<file path="config.mk">
export PLATFORM = sky130hd
export DESIGN_NAME = lhist_predictor_flat
export DESIGN_NICKNAME = d
export VERILOG_FILES = /design/src/rtl/lhist_predictor_pkg.sv /design/src/rtl/lhist_predictor_if.sv /design/src/rtl/lhist_predictor_sat_ctr_step.sv /design/src/rtl/lhist_predictor.sv /design/src/flat_wrapper.sv
export SDC_FILE = /design/constraint.sdc
export NUM_CORES = 1
export LEC_CHECK = 0
export CAP_MARGIN = 20
export CORE_ASPECT_RATIO = 0.6
export CORE_MARGIN = 2
export CORE_UTILIZATION = 55
export DETAILED_ROUTE_END_ITERATION = 12
export PLACE_DENSITY = 0.82
export SLEW_MARGIN = 20
export SYNTH_ARGS = -nofsm -noshare
export SYNTH_HDL_FRONTEND = slang
export SYNTH_HIERARCHICAL = 1
export SYNTH_SLANG_ARGS = --single-unit
export TNS_END_PERCENT = 1
</file>
<file path="constraint.sdc">
create_clock -name clock -period 16.7 [get_ports clock]
set_input_delay 5.01 -clock clock [delete_from_list [all_inputs] [get_ports clock]]
set_output_delay 5.01 -clock clock [all_outputs]
set_load 0.02 [all_outputs]
</file>
<file path="src/rtl/lhist_predictor_pkg.sv">
// Shared constants for the local-history branch predictor: default geometry
// and the counter reset value.
package lhist_predictor_pkg;

  localparam int DEF_LHT_ENTRIES = 32;
  localparam int DEF_HIST_BITS   = 5;
  localparam int DEF_CTR_BITS    = 2;
  localparam int DEF_STAT_BITS   = 32;

  // Weakly-not-taken: one below the counter midpoint.
  function automatic int ctr_init(input int ctr_bits);
    return (1 << (ctr_bits - 1)) - 1;
  endfunction

endpackage

</file>
<file path="src/rtl/lhist_predictor_if.sv">
// Fetch/resolve bus of the local-history predictor. The core side drives
// PCs and outcomes; the predictor answers with directions and reports.
interface lhist_predictor_if;

  logic [1:0][63:0] if_pc;
  logic [1:0]       if_valid;
  logic [1:0]       pred_taken;
  logic [1:0]       pred_valid;

  logic [1:0][63:0] br_pc;
  logic [1:0]       br_taken;
  logic [1:0]       br_pred;
  logic [1:0]       br_valid;
  logic [1:0]       mispredict;
  logic [1:0]       mispredict_valid;

  modport master (
    output if_pc, if_valid, br_pc, br_taken, br_pred, br_valid,
    input  pred_taken, pred_valid, mispredict, mispredict_valid
  );

  modport slave (
    input  if_pc, if_valid, br_pc, br_taken, br_pred, br_valid,
    output pred_taken, pred_valid, mispredict, mispredict_valid
  );

endinterface

</file>
<file path="src/rtl/lhist_predictor_sat_ctr_step.sv">
// One saturating up/down step of a pattern-table counter. Two instances are
// chained so that a second update to the same counter sees the first.
module sat_ctr_step
  import lhist_predictor_pkg::*;
#(
  parameter int CTR_BITS = DEF_CTR_BITS
) (
  input  logic [CTR_BITS-1:0] ctr,
  input  logic                taken,
  output logic [CTR_BITS-1:0] ctr_next
);

  localparam logic [CTR_BITS-1:0] CTR_MAX = '1;

  always_comb begin
    // NOTE: default assignment first so every path writes ctr_next and no latch is inferred.
    ctr_next = ctr;
    if (taken) begin
      if (ctr != CTR_MAX) ctr_next = ctr + 1'b1;
    end else if (ctr != '0) begin
      ctr_next = ctr - 1'b1;
    end
  end

endmodule

</file>
<file path="src/rtl/lhist_predictor.sv">
// Two-wide local-history predictor: per-PC history table feeding a shared
// pattern table of saturating counters, trained by two in-order resolve slots.
module lhist_predictor
  import lhist_predictor_pkg::*;
#(
  parameter int LHT_ENTRIES = DEF_LHT_ENTRIES,
  parameter int HIST_BITS   = DEF_HIST_BITS,
  parameter int CTR_BITS    = DEF_CTR_BITS,
  parameter int STAT_BITS   = DEF_STAT_BITS
) (
  input  logic                 clock,
  input  logic                 reset,
  input  logic                 enable,
  lhist_predictor_if.slave     bus,
  output logic [STAT_BITS-1:0] stat_pred,
  output logic [STAT_BITS-1:0] stat_mispred
);

  localparam int IDX_BITS    = $clog2(LHT_ENTRIES);
  localparam int PHT_ENTRIES = 1 << HIST_BITS;
  localparam logic [CTR_BITS-1:0] CTR_INIT = CTR_BITS'(ctr_init(CTR_BITS));

  logic [HIST_BITS-1:0] lht [LHT_ENTRIES];
  logic [CTR_BITS-1:0]  pht [PHT_ENTRIES];

  // Fetch side reads only registered tables, so resolves never bypass.
  logic [1:0][IDX_BITS-1:0] fetch_idx;
  logic [1:0]               fetch_on;

  always_comb begin
    for (int i = 0; i < 2; i++) begin
      fetch_idx[i]      = bus.if_pc[i][IDX_BITS+1:2];
      fetch_on[i]       = bus.if_valid[i] & enable;
      bus.pred_valid[i] = fetch_on[i];
      bus.pred_taken[i] = fetch_on[i] & pht[lht[fetch_idx[i]]][CTR_BITS-1];
    end
  end

  logic [1:0]               train;
  logic [1:0]               mis;
  logic [1:0][IDX_BITS-1:0] res_idx;
  logic [HIST_BITS-1:0]     hist0, hist0_next, hist1, hist1_next;
  logic [CTR_BITS-1:0]      ctr0, ctr0_next, ctr1, ctr1_next;

  assign train      = bus.br_valid & {2{enable}};
  assign mis        = train & (bus.br_taken ^ bus.br_pred);
  assign res_idx[0] = bus.br_pc[0][IDX_BITS+1:2];
  assign res_idx[1] = bus.br_pc[1][IDX_BITS+1:2];

  // Slot 0 works from table state.
  assign hist0      = lht[res_idx[0]];
  assign hist0_next = {hist0[HIST_BITS-2:0], bus.br_taken[0]};
  assign ctr0       = pht[hist0];

  // Slot 1 sees slot 0's updated history and counter when they collide.
  assign hist1      = (train[0] && res_idx[1] == res_idx[0]) ? hist0_next : lht[res_idx[1]];
  assign hist1_next = {hist1[HIST_BITS-2:0], bus.br_taken[1]};
  assign ctr1       = (train[0] && hist1 == hist0) ? ctr0_next : pht[hist1];

  sat_ctr_step #(.CTR_BITS(CTR_BITS)) u_step0 (
    .ctr      (ctr0),
    .taken    (bus.br_taken[0]),
    .ctr_next (ctr0_next)
  );

  sat_ctr_step #(.CTR_BITS(CTR_BITS)) u_step1 (
    .ctr      (ctr1),
    .taken    (bus.br_taken[1]),
    .ctr_next (ctr1_next)
  );

  logic [1:0]           n_pred, n_mis;
  logic [STAT_BITS:0]   sum_pred, sum_mis;

  assign n_pred   = {1'b0, train[0]} + {1'b0, train[1]};
  assign n_mis    = {1'b0, mis[0]} + {1'b0, mis[1]};
  assign sum_pred = {1'b0, stat_pred} + {{(STAT_BITS-1){1'b0}}, n_pred};
  assign sum_mis  = {1'b0, stat_mispred} + {{(STAT_BITS-1){1'b0}}, n_mis};

  // NOTE: all state here uses non-blocking assignments; when both slots write the
  // same entry the later (slot 1) assignment wins, and it already folds in slot 0.
  always_ff @(posedge clock) begin
    if (reset) begin
      // NOTE: the tables are flops, not RAM, because every entry must reset to a known value.
      for (int i = 0; i < LHT_ENTRIES; i++) lht[i] <= '0;
      for (int i = 0; i < PHT_ENTRIES; i++) pht[i] <= CTR_INIT;
      bus.mispredict       <= '0;
      bus.mispredict_valid <= '0;
      stat_pred            <= '0;
      stat_mispred         <= '0;
    end else begin
      if (train[0]) begin
        lht[res_idx[0]] <= hist0_next;
        pht[hist0]      <= ctr0_next;
      end
      if (train[1]) begin
        lht[res_idx[1]] <= hist1_next;
        pht[hist1]      <= ctr1_next;
      end
      bus.mispredict       <= mis;
      bus.mispredict_valid <= train;
      stat_pred            <= sum_pred[STAT_BITS] ? '1 : sum_pred[STAT_BITS-1:0];
      stat_mispred         <= sum_mis[STAT_BITS]  ? '1 : sum_mis[STAT_BITS-1:0];
    end
  end

  // PC bits outside the table index carry no information for this predictor.
  logic unused_pc_bits;
  assign unused_pc_bits = ^{bus.if_pc[0][63:IDX_BITS+2], bus.if_pc[0][1:0],
                            bus.if_pc[1][63:IDX_BITS+2], bus.if_pc[1][1:0],
                            bus.br_pc[0][63:IDX_BITS+2], bus.br_pc[0][1:0],
                            bus.br_pc[1][63:IDX_BITS+2], bus.br_pc[1][1:0]};

endmodule

</file>
<file path="src/flat_wrapper.sv">
// flat-port wrapper written by rule: the top's interface ports become plain ports
module lhist_predictor_flat import lhist_predictor_pkg::*;
#(
  parameter int LHT_ENTRIES = DEF_LHT_ENTRIES,
  parameter int HIST_BITS   = DEF_HIST_BITS,
  parameter int CTR_BITS    = DEF_CTR_BITS,
  parameter int STAT_BITS   = DEF_STAT_BITS
)
  (clock, reset, enable, stat_pred, stat_mispred, bus_if_pc, bus_if_valid, bus_br_pc, bus_br_taken, bus_br_pred, bus_br_valid, bus_pred_taken, bus_pred_valid, bus_mispredict, bus_mispredict_valid);
  lhist_predictor_if bus_i ();
  input  logic clock;
  input  logic reset;
  input  logic enable;
  output logic [STAT_BITS-1:0] stat_pred;
  output logic [STAT_BITS-1:0] stat_mispred;
  input wire logic [$bits(bus_i.if_pc)-1:0] bus_if_pc;
  input wire logic [$bits(bus_i.if_valid)-1:0] bus_if_valid;
  input wire logic [$bits(bus_i.br_pc)-1:0] bus_br_pc;
  input wire logic [$bits(bus_i.br_taken)-1:0] bus_br_taken;
  input wire logic [$bits(bus_i.br_pred)-1:0] bus_br_pred;
  input wire logic [$bits(bus_i.br_valid)-1:0] bus_br_valid;
  output wire logic [$bits(bus_i.pred_taken)-1:0] bus_pred_taken;
  output wire logic [$bits(bus_i.pred_valid)-1:0] bus_pred_valid;
  output wire logic [$bits(bus_i.mispredict)-1:0] bus_mispredict;
  output wire logic [$bits(bus_i.mispredict_valid)-1:0] bus_mispredict_valid;
  assign bus_i.if_pc = bus_if_pc;
  assign bus_i.if_valid = bus_if_valid;
  assign bus_i.br_pc = bus_br_pc;
  assign bus_i.br_taken = bus_br_taken;
  assign bus_i.br_pred = bus_br_pred;
  assign bus_i.br_valid = bus_br_valid;
  assign bus_pred_taken = bus_i.pred_taken;
  assign bus_pred_valid = bus_i.pred_valid;
  assign bus_mispredict = bus_i.mispredict;
  assign bus_mispredict_valid = bus_i.mispredict_valid;
  lhist_predictor #(.LHT_ENTRIES(LHT_ENTRIES), .HIST_BITS(HIST_BITS), .CTR_BITS(CTR_BITS), .STAT_BITS(STAT_BITS)) u_core (.clock(clock), .reset(reset), .enable(enable), .bus(bus_i), .stat_pred(stat_pred), .stat_mispred(stat_mispred));
endmodule
</file>
==> results.cfg <==
[synth]
netlist.area_leader.share_pct = 31.7
synth-seq-cells = 292
synthTopCellsByCount = 224 x edfxtp_1, 218 x nand2_1, 190 x o22ai_1
synth_async_sr_flop_share_pct = 0
synth_ff_type = edfxtp_1
synth_top_area_cell = edfxtp_1
yosysMostFrequentCell = edfxtp_1
syn-mean-instance-area_um2 = 10.7
ys_seq_area_share_pct = 38.1
synth_area_leaders = edfxtp_1 32%, mux4_2 14%, mux2i_1 8.6%
ys_warn_count = 6
synth-edff-count = 224
syn_inst = 1980
synth.net_count = 2251
ys_types = 86
synth_area_um2 = 21200

[clock_network]
cts.sinks = 292
root_buffer = clkbuf_16
cts_max_path_buffers = 3
cts_buffers = 28
path_clk_slew_ns = 0.07
cts_setup_buffers = 0
clock_latency_ns = 0.60
hold_buffers = 0
cts_tree = built
cts_max_level = 1
cts_resized = 0

[power]
pwr-share-clk_pct = 32.9
p_switching_w = 0.000640
vdd_ir_drop_max_mv = 0.0747
comb_power_share_pct = 24.1
seq_power_share_pct = 43.0
p_per_area_nw_per_um2 = 83.9
leakagePower_nw = 7.91
switching_share_pct = 33.0
intPower_w = 0.00130

[floorplan]
start_util_pct = 56.1
core_um2 = 37800
num_rows = 55
dieWidth_um = 258
die_y_um = 156
io_pins = 339
die_area_um2 = 40200

[global_routing]
grt_max_degree = 90
antenna_found_initial = 6
grt_pass1_wl_mm = 120
grt_pass1_vias = 17741
overflow = 0
grt_use_total_pct = 40.9

[layout]
final_nets = 2243
drive_above_1_share_pct = 16.6
final_cells = 2511
n_fill_cell = 3058
final-seq-area_um2 = 8090
multi_input_area_um2 = 12200
syn_to_final_growth_pct = 9.02
fin_util_pct = 61.1

[min_path]
min_from = u_core/stat_mispred[28]
hold_depth = 2
min_to = u_core/stat_mispred[28]
hp-class = reg2reg

[critical_path]
crit_chain = buf_2 -> buf_12 -> mux4_2 -> mux4_2 -> mux2i_4 -> mux2_2 -> o22ai_1 -> a221oi_1 -> nor2_1 -> a21oi_1 -> a21o_1 -> clkdlybuf4s50_1
worstSetupPathType = in2out
cp-start-kind = input pin
critical_path_buf_inv_count = 3
r2r-end = u_core/pht[26][1]
crit_top_cell = mux4_2
critPathSlowestCell = clkdlybuf4s50_1
r2r-start = u_core/lht[16][0]
r2r_cells = 15
crit_path_end_kind = output port
critPathMaxFanout = 22
cpLargestDelayFamily = multiplexers
critical_path.max_stage_delay_ns = 0.66
r2r_setup_slack_ns = 10.90
critPathRequiredTime_ns = 11.69
crit_arrival_ns = 9.48

[routing]
via_count = 19211
ant_nets = 0
routed_via_density = 7.65
wire_per_inst_um = 33.2
drt_iter0_markers = 3365
drc = 0
finalWirelength_mm = 83.5
drt-pass1-iter-count = 6

[sta]
fin_crit_ns = 14.49
worst_pin_slew_ns = 1.22
setup_viol = 0
rsz0062_at_grt = no
setup_tns_ns = 0
fmax_mhz = 69.0
hold_violations = 0
fin_skew_ns = 0.00921
fin_crit_sh_pct = 86.8
slew_violations = 0
setup_ws_ns = 2.21
max_slew_margin_pct = 18.3

[placement]
hpwl_mm = 58.2
dp_slack_ns = 2.20
gp_congestion = 1.05
portBuffers = 102
dpl.cell_count = 2454

[flow_run]
maxCapViolCount = 0

[run_status]
status = finished, final reports clean
## metal layers
metal | vias to the layer above | GRT usage (%) | part of all wire [%]
met2 | 1790 | 53.8 | 38
met5 | - | 0 | 0.11
li1 | 7765 | - | -
met3 | 240 | 22.5 | 20
met4 | 4 | 10.6 | 3.0
met1 | 9412 | 57.7 | 38
## power groups by stage
stage / registers (W) / clock network (W) / logic (W)
detailed placement: 0.000846 / 0 / 0.000438
floorplan: 0.000833 / 0 / 0.000306
global placement: 0.000845 / 0 / 0.000432
global route: 0.000834 / 0.000669 / 0.000474
finish: 0.000834 / 0.000638 / 0.000468
CTS: 0.000831 / 0.000639 / 0.000440
## kinds of logic (layout without fill, tap and decap cells)
kind of cell             count (synthesis)  in the layout  synth area share (%)
XOR/XNOR                                63             63                  2.64
buffers and inverters                  194            208                  4.68
other                                    0              4                     0
flip-flops                             292            292                  38.1
multiplexers                           384            384                  26.4
AO/OA/AOI/OAI                          457            457                  14.3
AND/OR/NAND/NOR                        582            582                  13.3
adder cells (fa/ha/maj)                  8              8                 0.519
## worst reg2reg max path, cell delays in order (launching register included)
cell	delay (ns)
edfxtp_1	0.54
mux4_2	0.50
nor2b_1	0.15
o32ai_1	0.13
and4_4	0.60
buf_4	0.72
mux2_2	0.42
o21ai_0	0.14
o21ai_0	0.25
a21oi_1	0.23
a21oi_1	0.10
maj3_2	0.41
nand2b_1	0.17
o31a_1	0.13
maj3_2	0.61
mux2_1	0.45
## metrics by stage
stage	power, W	instance area (µm²)	hold WS, ns
after floorplan	0.00114	21200	0.589
after global placement	0.00128	22200	0.516
after detailed placement	0.00128	22200	0.535
after CTS	0.00191	23100	0.550
after global routing	0.00198	23100	0.576
final	0.00194	23100	0.566
## how the worst max path moves through the flow
| stage | endpoint | startpoint | cells past startpoint |
|---|---|---|---|
| floorplan | bus_pred_taken[0] | bus_if_pc[2] | 11 |
| global placement | bus_pred_taken[0] | bus_if_pc[2] | 12 |
| CTS | bus_pred_taken[0] | bus_if_pc[2] | 12 |
| detailed placement | bus_pred_taken[0] | bus_if_pc[2] | 12 |
| global route | bus_pred_taken[0] | bus_if_pc[2] | 12 |
| finish | bus_pred_taken[0] | bus_if_pc[2] | 12 |
## cells in the final DEF, fill, tap and decap left out, drive strengths merged, types with 8 or more instances in the layout
cell	Yosys	layout
a21oi	95	95
nand3b	8	8
nand3	52	52
nor2b	18	18
dfxtp	68	68
o22ai	190	190
o31ai	18	18
o211ai	10	10
buf	91	40
a211o	20	20
edfxtp	224	224
clkbuf	81	38
o21ai	24	24
clkinv	1	12
xnor2	18	18
a31oi	18	18
nand2b	21	21
nand2	218	218
o32ai	10	10
clkdlybuf4s50	0	94
and4	8	8
mux2i	189	189
nand4	17	17
nor2	128	128
inv	21	23
and3	18	18
o41ai	8	8
xor2	45	45
nor3	46	46
a211oi	14	14
mux4	130	130
or2	10	10
mux2	65	65
nor4	8	8
a22oi	11	11
and2	12	12
## final cells by class
class	count	share of cell area, %
clock inverter	14	0.530
sequential	292	35.0
timing repair buffer	134	5.45
tap	513	2.77
multi-input combinational	1494	52.6
inverter	22	0.357
antenna	4	0.0433
clock buffer	38	3.32
## registers in the layout, summed over array words and instances (netlist names)
| name | cells |
|---|---|
| u_core/stat_mispred | 32 |
| u_core/bus.mispredict | 2 |
| u_core/stat_pred | 32 |
| u_core/bus.mispredict_valid | 2 |
| u_core/lht | 160 |
| u_core/pht | 64 |
(Power assumes the default switching activity.)
